==> src/rtl/player_pos_ctrl_pkg.sv <==
// Shared types, widths and default court/motion constants for the player motion controller.
// The clamp helper keeps signed intermediate results inside the court limits.
package player_pos_ctrl_pkg;

  localparam int POS_W  = 12;
  localparam int VY_W   = 8;
  localparam int CALC_W = 13;

  localparam int TICK_DIV_DEF = 1083333;
  localparam int X_START_DEF  = 180;
  localparam int X_MIN_DEF    = 0;
  localparam int X_MAX_DEF    = 440;
  localparam int Y_GROUND_DEF = 325;
  localparam int STEP_X_DEF   = 4;
  localparam int JUMP_V0_DEF  = 16;
  localparam int GRAVITY_DEF  = 1;

  typedef enum logic [1:0] {
    ST_GROUND = 2'd0,
    ST_AIR    = 2'd1,
    ST_LAND   = 2'd2
  } vstate_t;

  function automatic logic [POS_W-1:0] clamp_pos(
    input logic signed [CALC_W-1:0] v,
    input logic signed [CALC_W-1:0] lo,
    input logic signed [CALC_W-1:0] hi
  );
    logic signed [CALC_W-1:0] r;
    if (v < lo) begin
      r = lo;
    end else if (v > hi) begin
      r = hi;
    end else begin
      r = v;
    end
    return POS_W'(r);
  endfunction

endpackage

==> src/rtl/player_pos_ctrl_if.sv <==
// Request levels in, sprite position and status out, for one player controller.
interface player_pos_ctrl_if;

  logic                                   move_left;
  logic                                   move_right;
  logic                                   jump;
  logic [player_pos_ctrl_pkg::POS_W-1:0]  posx;
  logic [player_pos_ctrl_pkg::POS_W-1:0]  posy;
  logic                                   in_air;
  logic                                   tick;

  modport master (
    output move_left, move_right, jump,
    input  posx, posy, in_air, tick
  );

  modport slave (
    input  move_left, move_right, jump,
    output posx, posy, in_air, tick
  );

endinterface

==> src/rtl/player_pos_ctrl_tick_gen.sv <==
// Free-running frame-rate divider: one-cycle tick when the count reaches TICK_DIV-1.
module motion_tick_gen #(
  parameter int TICK_DIV = player_pos_ctrl_pkg::TICK_DIV_DEF
) (
  input  logic clk,
  input  logic rst,
  output logic tick
);

  localparam int CW = (TICK_DIV > 1) ? $clog2(TICK_DIV) : 1;
  localparam logic [CW-1:0] LAST = CW'(TICK_DIV - 1);

  logic [CW-1:0] cnt_r;

  // divider count, wrapping after the tick cycle
  always_ff @(posedge clk or negedge rst) begin
    if (!rst) begin
      cnt_r <= {CW{1'b0}};
    end else if (cnt_r == LAST) begin
      cnt_r <= {CW{1'b0}};
    end else begin
      cnt_r <= cnt_r + CW'(1);
    end
  end

  assign tick = (cnt_r == LAST);

endmodule

==> src/rtl/player_pos_ctrl.sv <==
// Per-player motion controller: constant-step clamped x motion and a ballistic jump FSM,
// both advanced once per motion tick.
module player_pos_ctrl
  import player_pos_ctrl_pkg::*;
#(
  parameter int TICK_DIV = TICK_DIV_DEF,
  parameter int X_START  = X_START_DEF,
  parameter int X_MIN    = X_MIN_DEF,
  parameter int X_MAX    = X_MAX_DEF,
  parameter int Y_GROUND = Y_GROUND_DEF,
  parameter int STEP_X   = STEP_X_DEF,
  parameter int JUMP_V0  = JUMP_V0_DEF,
  parameter int GRAVITY  = GRAVITY_DEF
) (
  input  logic               clk,
  input  logic               rst,
  player_pos_ctrl_if.slave   bus
);

  localparam logic signed [CALC_W-1:0] XMIN_C = CALC_W'(X_MIN);
  localparam logic signed [CALC_W-1:0] XMAX_C = CALC_W'(X_MAX);
  localparam logic signed [CALC_W-1:0] YGND_C = CALC_W'(Y_GROUND);

  vstate_t                   state_r, state_s;
  logic signed [VY_W-1:0]    vy_r, vy_s;
  logic [POS_W-1:0]          posx_r, posx_s;
  logic [POS_W-1:0]          posy_r, posy_s;
  logic                      in_air_r;
  logic                      tick_s;
  logic signed [CALC_W-1:0]  x_dec_s, x_inc_s, y_next_s, vy_ext_s;

  motion_tick_gen #(.TICK_DIV(TICK_DIV)) u_tick (
    .clk  (clk),
    .rst  (rst),
    .tick (tick_s)
  );

  // 13-bit signed candidates so a step below X_MIN clamps instead of wrapping
  assign vy_ext_s = {{(CALC_W-VY_W){vy_r[VY_W-1]}}, vy_r};
  assign x_dec_s  = $signed({1'b0, posx_r}) - CALC_W'(STEP_X);
  assign x_inc_s  = $signed({1'b0, posx_r}) + CALC_W'(STEP_X);
  assign y_next_s = $signed({1'b0, posy_r}) - vy_ext_s;

  // next-state and datapath, only advancing on tick cycles
  always_comb begin
    state_s = state_r;
    vy_s    = vy_r;
    posx_s  = posx_r;
    posy_s  = posy_r;
    if (tick_s) begin
      if (bus.move_left && !bus.move_right) begin
        posx_s = clamp_pos(x_dec_s, XMIN_C, XMAX_C);
      end else if (bus.move_right && !bus.move_left) begin
        posx_s = clamp_pos(x_inc_s, XMIN_C, XMAX_C);
      end else begin
        posx_s = posx_r;
      end
      case (state_r)
        ST_GROUND: begin
          if (bus.jump) begin
            state_s = ST_AIR;
            vy_s    = VY_W'(JUMP_V0);
          end else begin
            state_s = ST_GROUND;
          end
        end
        ST_AIR: begin
          // landing snaps to the ground line so there is never an overshoot
          if (y_next_s >= YGND_C) begin
            posy_s  = POS_W'(Y_GROUND);
            vy_s    = {VY_W{1'b0}};
            state_s = ST_LAND;
          end else begin
            posy_s  = POS_W'(y_next_s);
            vy_s    = vy_r - VY_W'(GRAVITY);
          end
        end
        ST_LAND: begin
          if (!bus.jump) begin
            state_s = ST_GROUND;
          end else begin
            state_s = ST_LAND;
          end
        end
        default: begin
          state_s = ST_GROUND;
          vy_s    = {VY_W{1'b0}};
          posy_s  = POS_W'(Y_GROUND);
        end
      endcase
    end else begin
      state_s = state_r;
    end
  end

  // state, velocity and position registers
  always_ff @(posedge clk or negedge rst) begin
    if (!rst) begin
      state_r  <= ST_GROUND;
      vy_r     <= {VY_W{1'b0}};
      posx_r   <= POS_W'(X_START);
      posy_r   <= POS_W'(Y_GROUND);
      in_air_r <= 1'b0;
    end else begin
      state_r  <= state_s;
      vy_r     <= vy_s;
      posx_r   <= posx_s;
      posy_r   <= posy_s;
      in_air_r <= (state_s == ST_AIR);
    end
  end

  assign bus.posx   = posx_r;
  assign bus.posy   = posy_r;
  assign bus.in_air = in_air_r;
  assign bus.tick   = tick_s;

endmodule

==> src/flat_wrapper.sv <==
// flat-port wrapper written by rule: the top's interface ports become plain ports
module player_pos_ctrl_flat import player_pos_ctrl_pkg::*;
#(
  parameter int TICK_DIV = TICK_DIV_DEF,
  parameter int X_START  = X_START_DEF,
  parameter int X_MIN    = X_MIN_DEF,
  parameter int X_MAX    = X_MAX_DEF,
  parameter int Y_GROUND = Y_GROUND_DEF,
  parameter int STEP_X   = STEP_X_DEF,
  parameter int JUMP_V0  = JUMP_V0_DEF,
  parameter int GRAVITY  = GRAVITY_DEF
)
  (clk, rst, bus_move_left, bus_move_right, bus_jump, bus_posx, bus_posy, bus_in_air, bus_tick);
  player_pos_ctrl_if bus_i ();
  input  logic clk;
  input  logic rst;
  input wire logic [$bits(bus_i.move_left)-1:0] bus_move_left;
  input wire logic [$bits(bus_i.move_right)-1:0] bus_move_right;
  input wire logic [$bits(bus_i.jump)-1:0] bus_jump;
  output wire logic [$bits(bus_i.posx)-1:0] bus_posx;
  output wire logic [$bits(bus_i.posy)-1:0] bus_posy;
  output wire logic [$bits(bus_i.in_air)-1:0] bus_in_air;
  output wire logic [$bits(bus_i.tick)-1:0] bus_tick;
  assign bus_i.move_left = bus_move_left;
  assign bus_i.move_right = bus_move_right;
  assign bus_i.jump = bus_jump;
  assign bus_posx = bus_i.posx;
  assign bus_posy = bus_i.posy;
  assign bus_in_air = bus_i.in_air;
  assign bus_tick = bus_i.tick;
  player_pos_ctrl #(.TICK_DIV(TICK_DIV), .X_START(X_START), .X_MIN(X_MIN), .X_MAX(X_MAX), .Y_GROUND(Y_GROUND), .STEP_X(STEP_X), .JUMP_V0(JUMP_V0), .GRAVITY(GRAVITY)) u_core (.clk(clk), .rst(rst), .bus(bus_i));
endmodule
==> config.mk <==
export PLATFORM = sky130hd
export DESIGN_NAME = player_pos_ctrl_flat
export DESIGN_NICKNAME = d
export VERILOG_FILES = /design/src/rtl/player_pos_ctrl_pkg.sv /design/src/rtl/player_pos_ctrl_if.sv /design/src/rtl/player_pos_ctrl_tick_gen.sv /design/src/rtl/player_pos_ctrl.sv /design/src/flat_wrapper.sv
export SDC_FILE = /design/constraint.sdc
export NUM_CORES = 1
export LEC_CHECK = 0
export CAP_MARGIN = 10
export CORE_UTILIZATION = 45
export CTS_BUF_LIST = sky130_fd_sc_hd__clkbuf_2
export DETAILED_ROUTE_END_ITERATION = 10
export PLACE_DENSITY = 0.69
export SKIP_LAST_GASP = 1
export SLEW_MARGIN = 20
export SYNTH_ARGS = -nofsm -noshare
export SYNTH_HDL_FRONTEND = slang
export SYNTH_SLANG_ARGS = --single-unit
==> constraint.sdc <==
create_clock -name clk -period 3.71 [get_ports clk]
set_clock_uncertainty 0.05 [all_clocks]
set_input_delay 1.113 -clock clk [delete_from_list [all_inputs] [get_ports clk]]
set_output_delay 1.113 -clock clk [all_outputs]
set_load 0.02 [all_outputs]
==> flow_summary.yaml <==
clock_tree:
  cts_made_buffers: 5
  clk_pin_slew_worst_paths_ps: 340
  clock-root-buffer: "sky130_fd_sc_hd__clkbuf_2"
  cts_sinks: 54
  cts_setup_buffers: 0
  cts-root-to-sink-buffers: 2
  clock_latency_reported_for_the_late_side_of_the_worst_skew_pair_ps: 480
  clock_tree.htree_level_count: 2
  cts_hold_buf: 0
  cts_tree: "built"
place:
  numPortBuffers: 28
  place.detailed.hpwl_mm: 6.11
  place_congestion: 0.883
  dpl_cell_area_um2: 4150
sta:
  timing.max_slew.rel_slack_pct: 62.4
  grt_setup_unrepaired: "no"
  share_of_the_clock_period_used_by_the_worst_path_after_layout_pct: 90.2
  totalNegativeSetupSlack_ps: 0
  hold_ws_ps: 462
  final.min_clock_period_ps: 3350
  number_of_hold_violations_in_the_final_report: 0
  max_clock_freq_mhz: 299
  worstMarginPinSlew_ps: 565
  final_number_of_setup_violating_endpoints: 0
  drv_slew: 0
yosys:
  synth_area_leader_cell: "sky130_fd_sc_hd__dfrtp_1"
  synth.most_common_cell: "sky130_fd_sc_hd__dfrtp_1"
  synth_top_cells_by_area: "sky130_fd_sc_hd__dfrtp_1 (30%), sky130_fd_sc_hd__ha_1 (6.6%), sky130_fd_sc_hd__dfstp_2 (5.6%)"
  synth-seq-cells: 54
  ys_types: 64
  synth_top_flop_cell: "sky130_fd_sc_hd__dfrtp_1"
  yosys-top-cells-count: "sky130_fd_sc_hd__dfrtp_1 (46), sky130_fd_sc_hd__nor2_1 (36), sky130_fd_sc_hd__nand2_1 (35)"
  number_of_instances_in_the_synthesized_netlist: 436
  yosysWarnings: 0
  synth_edf_count: 0
  synth_largest_type_area_fraction_pct: 30.5
  syn_area_um2: 3780
  synth-seq-area-share_pct: 36.0
  avgSynthCellArea_um2: 8.66
  async_flop_share_pct: 100
run:
  timing.max_cap.violations: 0
detailed_routing:
  drc_errors: 0
  initialDrtViolationCount: 140
  routed-via-count: 3274
  dr.pass1.iters: 4
  ant_nets: 0
  drt-total-wl_mm: 8.37
  wire_length_per_cell_after_detailed_routing_um: 14.9
  route.detailed.vias_per_inst: 5.82
worst_setup_path:
  critical_path.reg2reg.startpoint: "u_core.bus.posy[0]"
  critical_path.slowest_cell: "sky130_fd_sc_hd__dfstp_2"
  critical_path_s_top_delay_family: "compound AO/OA/AOI/OAI gates"
  timing_worst_setup_path_type: "register to register"
  ff2ff_setup_slack_ps: 360
  cp-end-kind: "register"
  required_ps: 4080
  timing.critical_path.buf_inv: 3
  timing.rr.end: "u_core.bus.posy[8]"
  critPathArrivalTime_ps: 3710
  slowest_delay_ps: 440
  timing.critical_path.cells: "inv_1 -> ha_1 -> inv_1 -> fa_1 -> a211o_1 -> and4_1 -> a211oi_1 -> a41o_1 -> a31oi_1 -> a41oi_1 -> buf_4 -> or2_1 -> o32a_1"
  cp-start-kind: "register"
  timing.critical_path.depth: 13
  worstPathMaxFanout: 11
  worstRegToRegCells: 13
  path_common_cell: "sky130_fd_sc_hd__inv_1"
cells_and_area:
  multi_input_gate_area_in_the_final_layout_um2: 2240
  syn_to_final_growth_pct: 11.4
  fillerInstances: 804
  layout.cell_area.non_filler_um2: 4210
  layout.core_utilization_pct: 51.5
  number_of_antenna_repair_diodes: 0
  finalNetCount: 483
  area.sequential_um2: 1360
  drive_gt1_share_pct: 6.77
pwr:
  clock_share_of_power_pct: 29.0
  combPwrFrac_pct: 6.1
  power.switching_fraction_pct: 27.4
  power.ir.vdd_worst_uv: 146
  power.switching_w: 0.000252
  leakage_nw: 1.86
  power.density_cell_area_nw_per_um2: 218
  cellInternalPower_w: 0.000666
  seq_power_share_pct: 64.9
grt:
  vias_in_the_first_global_route: 3140
  track_usage_pct: 20.3
  grt_first_pass_wirelength_mm: 14.3
  grt_max_degree: 46
  antenna_found_initial: 0
  congestion_overflow_gr: 0
floorplan:
  start_util_pct: 46.2
  die_area_um2: 8760
  row_count: 33
  design.core.area_um2: 8180
  die_width_um: 93.6
  pin_count: 31
  die_h_um: 93.6
outcome:
  result_of_the_run: "finished clean"
worst_hold_path:
  hp-class: "register to register"
  min-delay-start: "u_core.u_tick.cnt_r[12]"
  hold-path-cell-count: 1
  worst_hold_path.endpoint: "u_core.u_tick.cnt_r[12]"
## registers in the layout (all words and copies together), names as in the netlist
register,cells
u_core.bus.posx,10
u_core.bus.posy,12
u_core.bus.in_air,1
u_core.state_r,2
u_core.u_tick.cnt_r,21
u_core.vy_r,8
## per-stage QoR
stage	setup WS, ps	power, W	cells
after floorplan	582	0.000635	437
after global placement	528	0.000659	555
after detailed placement	420	0.000660	555
after CTS	59.8	0.000928	563
after global routing	168	0.000958	563
final	364	0.000918	563
## worst max-delay path by stage
stage               slack, ps                 end                   start
floorplan                 580            bus_tick  u_core.u_tick.cnt_r[0]
global placement          530      u_core.vy_r[2]      u_core.bus.posy[0]
detailed placement        420      u_core.vy_r[2]      u_core.bus.posy[0]
CTS                        60            bus_tick  u_core.u_tick.cnt_r[0]
global route              170  u_core.bus.posy[6]      u_core.bus.posy[0]
finish                    360  u_core.bus.posy[8]      u_core.bus.posy[0]
## power groups by stage
stage	sequential [W]	combinational, W	clock, W
after floorplan	0.000605	0.0000298	0
after global placement	0.000604	0.0000555	0
after detailed placement	0.000604	0.0000561	0
after CTS	0.000595	0.0000563	0.000277
after global routing	0.000596	0.0000628	0.000299
final	0.000596	0.0000558	0.000266
## routing by layer
layer | vias up | wire length, um | GRT usage (%)
met5 | - | 0 | 0
met1 | 1590 | 4000 | 27.0
li1 | 1614 | - | -
met4 | 0 | 61 | 4.10
met3 | 6 | 265 | 2.52
met2 | 64 | 4050 | 35.3
## kinds of logic (layout without fill, tap and decap cells)
logic type / Yosys count / in the layout / share of synthesized area, %
AO/OA/AOI/OAI: 111 / 111 / 20.9
XOR/XNOR: 29 / 29 / 6.72
adder cells (fa/ha/maj): 21 / 21 / 7.15
buffers and inverters: 47 / 68 / 4.94
flip-flops: 54 / 54 / 36.0
multiplexers: 4 / 4 / 1.13
other: 1 / 2 / 0.0993
AND/OR/NAND/NOR: 169 / 169 / 23.0
## final cells by class
| cell class | instances | share of cell area (%) |
|---|---|---|
| Clock buffer | 5 | 0.595 |
| Clock inverter | 3 | 0.684 |
| Inverter | 26 | 2.32 |
| Multi-Input combinational cell | 336 | 53.2 |
| Sequential cell | 54 | 32.4 |
| Tap cell | 105 | 3.12 |
| Timing Repair Buffer | 34 | 7.73 |
## repair_timing
item | 4_1_cts | 5_1_grt
endpoints found under the hold margin | 0 | 0
resized for setup | 0 | 1
setup endpoints to repair | 0 | 1
## cell usage in the layout (no fill, tap or decap), drive strengths merged, types with 3 or more instances in the layout
| master | n |
|---|---|
| nand3 | 20 |
| buf | 7 |
| inv | 27 |
| a211oi | 3 |
| clkdlybuf4s50 | 26 |
| o21ai | 25 |
| xnor2 | 20 |
| nor4 | 5 |
| dfstp | 8 |
| o211ai | 4 |
| clkbuf | 5 |
| nor3 | 19 |
| o32a | 4 |
| dfrtp | 46 |
| nor2 | 38 |
| nand2b | 5 |
| nand2 | 35 |
| ha | 20 |
| nor2b | 10 |
| a31oi | 3 |
| a22oi | 4 |
| a22o | 8 |
| or3 | 4 |
| a21oi | 15 |
| a21o | 6 |
| nand4 | 4 |
| o31ai | 9 |
| and3 | 14 |
| nor4b | 3 |
| o21a | 10 |
| xor2 | 9 |
(Power assumes the default switching activity.)
